--- config.mk ---
export PLATFORM = sky130hd
export DESIGN_NAME = rob_wb_arbiter_flat
export DESIGN_NICKNAME = d
export VERILOG_FILES = /design/src/rtl/rob_wb_arbiter_pkg.sv /design/src/rtl/rob_wb_arbiter_if.sv /design/src/rtl/rob_wb_arbiter_rr_pick4.sv /design/src/rtl/rob_wb_arbiter.sv /design/src/flat_wrapper.sv
export SDC_FILE = /design/constraint.sdc
export NUM_CORES = 1
export LEC_CHECK = 0
export BUFFER_PORTS_ARGS = -buffer_cell sky130_fd_sc_hd__buf_2
export CORE_MARGIN = 8
export CORE_UTILIZATION = 50
export CTS_BUF_LIST = sky130_fd_sc_hd__clkbuf_4 sky130_fd_sc_hd__clkbuf_8
export DETAILED_ROUTE_END_ITERATION = 16
export PLACE_DENSITY = 0.75
export RECOVER_POWER = 25
export SLEW_MARGIN = 10
export SYNTH_ARGS = -nofsm -noshare
export SYNTH_HDL_FRONTEND = slang
export SYNTH_SLANG_ARGS = --single-unit
--- constraint.sdc ---
create_clock -name i_clk -period 9.3 [get_ports i_clk]
set_clock_uncertainty 0.2 [all_clocks]
set_input_delay 1.395 -clock i_clk [delete_from_list [all_inputs] [get_ports i_clk]]
set_output_delay 1.395 -clock i_clk [all_outputs]
set_load 0.005 [all_outputs]
--- src/rtl/rob_wb_arbiter_pkg.sv ---
// Shared ROB core constants: row width, tag layout {row, column} and the
// busy-clear port layout {EN, row, column}.
package rob_wb_arbiter_pkg;

  localparam int ROB_WIDTH_BANK = 3;
  localparam int ROB_WIDTH_TAG  = ROB_WIDTH_BANK + 2;
  localparam int ROB_WIDTH_BRST = 1 + ROB_WIDTH_TAG;
  localparam int NPORT          = 4;

  typedef struct packed {
    logic                      en;
    logic [ROB_WIDTH_BANK-1:0] row;
    logic [1:0]                col;
  } brst_t;

  function automatic logic [3:0] popcnt8(input logic [7:0] v);
    popcnt8 = '0;
    for (int i = 0; i < 8; i++) begin
      popcnt8 = popcnt8 + {3'b000, v[i]};
    end
  endfunction

endpackage

--- src/rtl/rob_wb_arbiter_if.sv ---
// Writeback bus between execution units and the ROB busy-clear ports.
interface rob_wb_arbiter_if
  import rob_wb_arbiter_pkg::*;
#(
  parameter int NREQ      = 6,
  parameter int WIDTH_TAG = ROB_WIDTH_TAG
);
  logic [NREQ-1:0]           i_req_valid;
  logic [NREQ*WIDTH_TAG-1:0] i_req_tag;
  logic [NREQ-1:0]           o_req_ready;
  logic                      i_flush;
  logic [WIDTH_TAG:0]        o_rst_busy0;
  logic [WIDTH_TAG:0]        o_rst_busy1;
  logic [WIDTH_TAG:0]        o_rst_busy2;
  logic [WIDTH_TAG:0]        o_rst_busy3;
  logic [3:0]                o_pending;

  modport master (
    output i_req_valid, i_req_tag, i_flush,
    input  o_req_ready, o_rst_busy0, o_rst_busy1, o_rst_busy2, o_rst_busy3, o_pending
  );

  modport slave (
    input  i_req_valid, i_req_tag, i_flush,
    output o_req_ready, o_rst_busy0, o_rst_busy1, o_rst_busy2, o_rst_busy3, o_pending
  );
endinterface

--- src/rtl/rob_wb_arbiter_rr_pick4.sv ---
// Round-robin picker: up to four pending requesters from pointer rr, in scan
// order, as one-hot grants per port plus the advanced pointer.
module rr_pick4
  import rob_wb_arbiter_pkg::*;
#(
  parameter int NREQ     = 6,
  parameter int WIDTH_RR = 3
) (
  input  logic [NREQ-1:0]             pend_i,
  input  logic [WIDTH_RR-1:0]         rr_i,
  output logic [NPORT-1:0][NREQ-1:0]  grant_oh_o,
  output logic [NREQ-1:0]             grant_o,
  output logic [WIDTH_RR-1:0]         rr_o
);

  logic [WIDTH_RR:0]   sum;
  logic [WIDTH_RR-1:0] idx;
  logic [2:0]          cnt;

  always_comb begin
    grant_oh_o = '0;
    grant_o    = '0;
    rr_o       = rr_i;
    cnt        = '0;
    sum        = '0;
    idx        = '0;
    for (int off = 0; off < NREQ; off++) begin
      // wrap-around scan position without a modulo operator
      sum = {1'b0, rr_i} + (WIDTH_RR+1)'(off);
      if (sum >= (WIDTH_RR+1)'(NREQ)) begin
        sum = sum - (WIDTH_RR+1)'(NREQ);
      end
      idx = sum[WIDTH_RR-1:0];
      if (pend_i[idx] && (cnt < 3'd4)) begin
        grant_oh_o[cnt[1:0]][idx] = 1'b1;
        grant_o[idx]              = 1'b1;
        cnt                       = cnt + 3'd1;
        rr_o = (idx == WIDTH_RR'(NREQ-1)) ? '0 : idx + 1'b1;
      end
    end
  end

endmodule

--- src/rtl/rob_wb_arbiter.sv ---
// Writeback arbiter: one holding slot per execution unit, up to four
// completions per cycle forwarded to the ROB busy-clear ports.
module rob_wb_arbiter
  import rob_wb_arbiter_pkg::*;
#(
  parameter int WIDTH_BANK = ROB_WIDTH_BANK,
  parameter int NREQ       = 6
) (
  input  logic            i_clk,
  input  logic            i_rst_n,
  rob_wb_arbiter_if.slave bus
);

  localparam int WIDTH_TAG  = WIDTH_BANK + 2;
  localparam int WIDTH_BRST = 1 + WIDTH_TAG;
  localparam int WIDTH_RR   = (NREQ > 1) ? $clog2(NREQ) : 1;

  logic [NREQ-1:0]            pend_q, pend_d;
  logic [WIDTH_TAG-1:0]       tag_q [NREQ];
  logic [WIDTH_RR-1:0]        rr_q, rr_d, rr_pick;
  logic [WIDTH_BRST-1:0]      busy_q [NPORT];
  logic [WIDTH_BRST-1:0]      busy_d [NPORT];
  logic [3:0]                 pending_q, pending_d;
  logic [NPORT-1:0][NREQ-1:0] grant_oh;
  logic [NREQ-1:0]            grant;
  logic [NREQ-1:0]            ready;
  logic [NREQ-1:0]            xfer;

  rr_pick4 #(
    .NREQ     (NREQ),
    .WIDTH_RR (WIDTH_RR)
  ) u_pick (
    .pend_i     (pend_q),
    .rr_i       (rr_q),
    .grant_oh_o (grant_oh),
    .grant_o    (grant),
    .rr_o       (rr_pick)
  );

  // a slot being drained this cycle can take the next completion back-to-back
  assign ready = (~pend_q | grant) & {NREQ{~bus.i_flush}};
  assign xfer  = bus.i_req_valid & ready;

  always_comb begin
    pend_d    = bus.i_flush ? '0 : ((pend_q & ~grant) | xfer);
    rr_d      = bus.i_flush ? rr_q : rr_pick;
    pending_d = popcnt8(8'(pend_d));
    for (int k = 0; k < NPORT; k++) begin
      busy_d[k] = '0;
      if (!bus.i_flush) begin
        for (int r = 0; r < NREQ; r++) begin
          if (grant_oh[k][r]) begin
            busy_d[k] = {1'b1, tag_q[r]};
          end
        end
      end
    end
  end

  always_ff @(posedge i_clk or negedge i_rst_n) begin
    if (!i_rst_n) begin
      pend_q    <= '0;
      rr_q      <= '0;
      pending_q <= '0;
      for (int r = 0; r < NREQ; r++) begin
        tag_q[r] <= '0;
      end
      for (int k = 0; k < NPORT; k++) begin
        busy_q[k] <= '0;
      end
    end else begin
      pend_q    <= pend_d;
      rr_q      <= rr_d;
      pending_q <= pending_d;
      for (int r = 0; r < NREQ; r++) begin
        if (xfer[r]) begin
          tag_q[r] <= bus.i_req_tag[r*WIDTH_TAG +: WIDTH_TAG];
        end
      end
      for (int k = 0; k < NPORT; k++) begin
        busy_q[k] <= busy_d[k];
      end
    end
  end

  assign bus.o_req_ready = ready;
  assign bus.o_rst_busy0 = busy_q[0];
  assign bus.o_rst_busy1 = busy_q[1];
  assign bus.o_rst_busy2 = busy_q[2];
  assign bus.o_rst_busy3 = busy_q[3];
  assign bus.o_pending   = pending_q;

endmodule

--- src/flat_wrapper.sv ---
// flat-port wrapper written by rule: the top's interface ports become plain ports
module rob_wb_arbiter_flat import rob_wb_arbiter_pkg::*;
#(
  parameter int WIDTH_BANK = ROB_WIDTH_BANK,
  parameter int NREQ       = 6
)
  (i_clk, i_rst_n, bus_i_req_valid, bus_i_req_tag, bus_i_flush, bus_o_req_ready, bus_o_rst_busy0, bus_o_rst_busy1, bus_o_rst_busy2, bus_o_rst_busy3, bus_o_pending);
  rob_wb_arbiter_if #(.NREQ(NREQ), .WIDTH_TAG((5))) bus_i ();
  input  logic i_clk;
  input  logic i_rst_n;
  input wire logic [$bits(bus_i.i_req_valid)-1:0] bus_i_req_valid;
  input wire logic [$bits(bus_i.i_req_tag)-1:0] bus_i_req_tag;
  input wire logic [$bits(bus_i.i_flush)-1:0] bus_i_flush;
  output wire logic [$bits(bus_i.o_req_ready)-1:0] bus_o_req_ready;
  output wire logic [$bits(bus_i.o_rst_busy0)-1:0] bus_o_rst_busy0;
  output wire logic [$bits(bus_i.o_rst_busy1)-1:0] bus_o_rst_busy1;
  output wire logic [$bits(bus_i.o_rst_busy2)-1:0] bus_o_rst_busy2;
  output wire logic [$bits(bus_i.o_rst_busy3)-1:0] bus_o_rst_busy3;
  output wire logic [$bits(bus_i.o_pending)-1:0] bus_o_pending;
  assign bus_i.i_req_valid = bus_i_req_valid;
  assign bus_i.i_req_tag = bus_i_req_tag;
  assign bus_i.i_flush = bus_i_flush;
  assign bus_o_req_ready = bus_i.o_req_ready;
  assign bus_o_rst_busy0 = bus_i.o_rst_busy0;
  assign bus_o_rst_busy1 = bus_i.o_rst_busy1;
  assign bus_o_rst_busy2 = bus_i.o_rst_busy2;
  assign bus_o_rst_busy3 = bus_i.o_rst_busy3;
  assign bus_o_pending = bus_i.o_pending;
  rob_wb_arbiter #(.WIDTH_BANK(WIDTH_BANK), .NREQ(NREQ)) u_core (.i_clk(i_clk), .i_rst_n(i_rst_n), .bus(bus_i));
endmodule
==> flow_summary.toml <==
[clocking]
post_cts_resized = 0
cts_hold_buf = 0
clk_latency_ns = 0.37
cts_htree_levels = 3
tritoncts = "built"
cts.clk_slew.worst_paths_ns = 0.08
cts_made_buffers = 9
cts.path.max_buffers = 2
cts_setup_buffers = 0
cts_sinks = 66
root_buffer = "clkbuf_8"

[timing]
rsz0062_at_grt = "false"
finalHoldViolCount = 0
finalSetupViolCount = 0
fin_crit_ns = 7.982
max_freq_ghz = 0.1253
maxSlewHeadroom_pct = -108.9
tightest_slew_ns = 3.134
slew_violations = 61
tns_ns = 0
fin_crit_sh_pct = 85.83

[final_layout]
drive_above_1_share_pct = 25.50
antennaDiodeCount = 0
final_nets = 858
n_fill_cell = 1254
syn_to_final_growth_pct = 9.264

[global_route]
antenna_found_initial = 0
grt.overflow.total = 0
grt_usage_pct = 30.76
grt_pass1_vias = 6654
grt_use_met2_pct = 43.41
grt_use_met3_pct = 9.497
grt_first_pass_wirelength_mm = 39.36
grt-busiest-layer = "met2"
grt_max_degree = 61
grtUsageMet1_pct = 42.60

[die]
dieArea_um2 = 17050
initial_core_util_pct = 50.36
ioPinCount = 73
die-width_um = 130.6
coreArea_um2 = 13030
dieHeight_um = 130.6
core.rowCount = 42

[logic_synthesis]
ys_warn_count = 0
synthMuxAreaShare_pct = 8.730
synth_compound_area_share_pct = 33.09
yosysSeqAreaShare_pct = 25.16
synth_edf_count = 0
synth_simple_gate_area_share_pct = 21.04
synth_cell_types = 103
synth_top_family_by_area = "compound AO/OA/AOI/OAI gates"
syn_area_per_cell_um2 = 8.717
synth_xor_area_share_pct = 2.173
syn_nets = 808
syn-cell-area_um2 = 6564
synth-async-reset-ratio_pct = 100.0
synth-adder-area-share_pct = 3.565
synth_seq_cells = 66
synth_ff_type = "dfrtp_1"
netlist_instances = 753

[drt]
drc = 0
avgRoutedWirePerCell_um = 26.46
drt-vias-per-instance = 7.160
wl_mm = 26.04
ant_nets = 0
firstDrtPassIters = 5
first_iter_violations = 1164
vias = 7045

[setup_path]
worst_setup_path_end_kind = "output port"
critPathKind = "reg -> out"
reg2reg_slack_ns = 1.50
reg2reg_depth = 22
worstPathRequired_ns = 7.71
reg2reg_from = "u_core.rr_q[1]$_DFFE_PN0P_"
critPathLaunchType = "register"
cp_max_fo = 22
regToRegEndpoint = "u_core.bus.o_pending[1]$_DFF_PN0_"
worstPathArrival_ns = 6.39

[hold_path]
hold_class = "reg -> reg"
whs_endpoint = "u_core.tag_q[5]$_DFFE_PN0P_"
hp-start = "u_core.tag_q[5]$_DFFE_PN0P_"
whs_path_depth = 1

[place]
gp_congestion = 1.090
hpwl_mm = 20.34
portBuffers = 71

[outcome]
status = "complete, but fails checks"
violations = "capacitance limit, slew limit"

[run]
cap_violations = 1
-- metrics by stage --
stage                     worst slack, ns  utilization (%)  hold WS, ns  std cells  area [um2]
after global placement              1.999            53.62       0.3771        967        6988
after detailed placement            1.663            53.62       0.3899        967        6988
after CTS                           1.446            55.03       0.4084        983        7172
after floorplan                     2.524                -       0.3152        753        6564
after global routing               0.8968            55.03       0.4387        984        7172
final                               1.318            55.03       0.4106        984        7172
-- how the worst max path moves through the flow --
stage | endpoint | cells past startpoint | slack, ns | startpoint
3_3_place_gp | u_core.bus.o_pending[1]$_DFF_PN0_ | 25 | 2.00 | u_core.rr_q[1]$_DFFE_PN0P_
5_1_grt | bus_o_req_ready[0] | 19 | 0.90 | u_core.rr_q[1]$_DFFE_PN0P_
4_1_cts | bus_o_req_ready[5] | 19 | 1.45 | u_core.rr_q[1]$_DFFE_PN0P_
6_report | bus_o_req_ready[5] | 19 | 1.32 | u_core.rr_q[1]$_DFFE_PN0P_
2_1_floorplan | u_core.bus.o_pending[1]$_DFF_PN0_ | 31 | 2.52 | u_core.rr_q[0]$_DFFE_PN0P_
3_5_place_dp | u_core.bus.o_pending[1]$_DFF_PN0_ | 25 | 1.66 | u_core.rr_q[1]$_DFFE_PN0P_
-- cell usage in the layout (no fill, tap or decap), types with 8 or more instances in the layout --
cell type  instances
mux2_2            31
a21oi_1           48
o211ai_1          23
o21ai_1            9
inv_1             29
a311oi_1           8
nor2_1            69
dfrtp_1           65
o21ai_0           17
clkbuf_8           9
buf_2             71
nand2_1           47
buf_4             15
a211oi_2          10
nand3_1           22
and2_1            10
ha_1              13
a31oi_1           12
o31ai_1            9
mux2i_1            9
or2_2              9
a221oi_1          13
nor2b_1            8
o221ai_1          13
nor3_1            29
a221o_1            8
-- cell type report --
| cell class | count | area, um2 | share of cell area (%) |
|---|---|---|---|
| Clock inverter | 7 | 60.06 | 0.8374 |
| Clock buffer | 9 | 123.9 | 1.727 |
| Inverter | 34 | 132.6 | 1.849 |
| Timing Repair Buffer | 88 | 475.5 | 6.629 |
| Multi-Input combinational cell | 604 | 4507 | 62.84 |
| Sequential cell | 66 | 1653 | 23.05 |
| Tap cell | 176 | 220.2 | 3.070 |
-- cells by family after synthesis --
group                      after synthesis
muxes                                   48
adders and majority gates               17
other                                    1
buffers and inverters                   83
DFF                                     66
xor gates and xnor gates                13
AOI/OAI and AO/OA                      264
and+or+nand+nor                        261
-- worst max-delay path, stage by stage (launching register included) --
cell	delay [ns]
dfrtp_1	0.60
inv_1	0.21
ha_1	0.75
clkinv_1	0.44
a31o_1	0.30
or2_1	0.27
o21a_1	0.38
ha_1	0.50
inv_1	0.31
nand3_1	0.14
and3_1	0.22
o2bb2ai_4	0.26
ha_1	0.27
and2_1	0.16
nor2_1	0.06
nand4_1	0.12
nor3_1	0.10
or4_1	0.59
nor2b_4	0.16
buf_2	0.15
-- state kept, by name (all words and copies together) (netlist names) --
register                cells
u_core.rr_q                 3
u_core.bus.o_rst_busy3      6
u_core.tag_q               30
u_core.bus.o_rst_busy2      6
u_core.bus.o_rst_busy0      6
u_core.bus.o_pending        3
u_core.bus.o_rst_busy1      6
u_core.pend_q               6
-- synthesized netlist by cell type, drive strengths merged, types with 13 or more instances --
cell type | n | area (um2)
nor2 | 72 | 277.8
nand3 | 24 | 130.1
o221ai | 15 | 155.2
a31oi | 14 | 108.9
o21ai | 29 | 163.9
clkbuf | 20 | 75.07
mux2 | 36 | 424.2
nand2 | 48 | 187.7
nor3 | 33 | 185.2
a211oi | 15 | 162.7
inv | 33 | 128.9
a21oi | 50 | 265.3
dfrtp | 66 | 1652
ha | 13 | 162.7
a221oi | 18 | 200.2
o211ai | 25 | 197.7
buf | 29 | 197.7
-- routing by layer --
| metal | vias up | wire (um) |
|---|---|---|
| met1 | 3414 | 11000 |
| met3 | 90 | 3367 |
| met2 | 519 | 10670 |
| met5 | - | 0 |
| met4 | 0 | 1002 |
| li1 | 3022 | - |
Power is not shown: default switching activity piles up to over one toggle a cycle in this logic, so the estimate is an artifact.
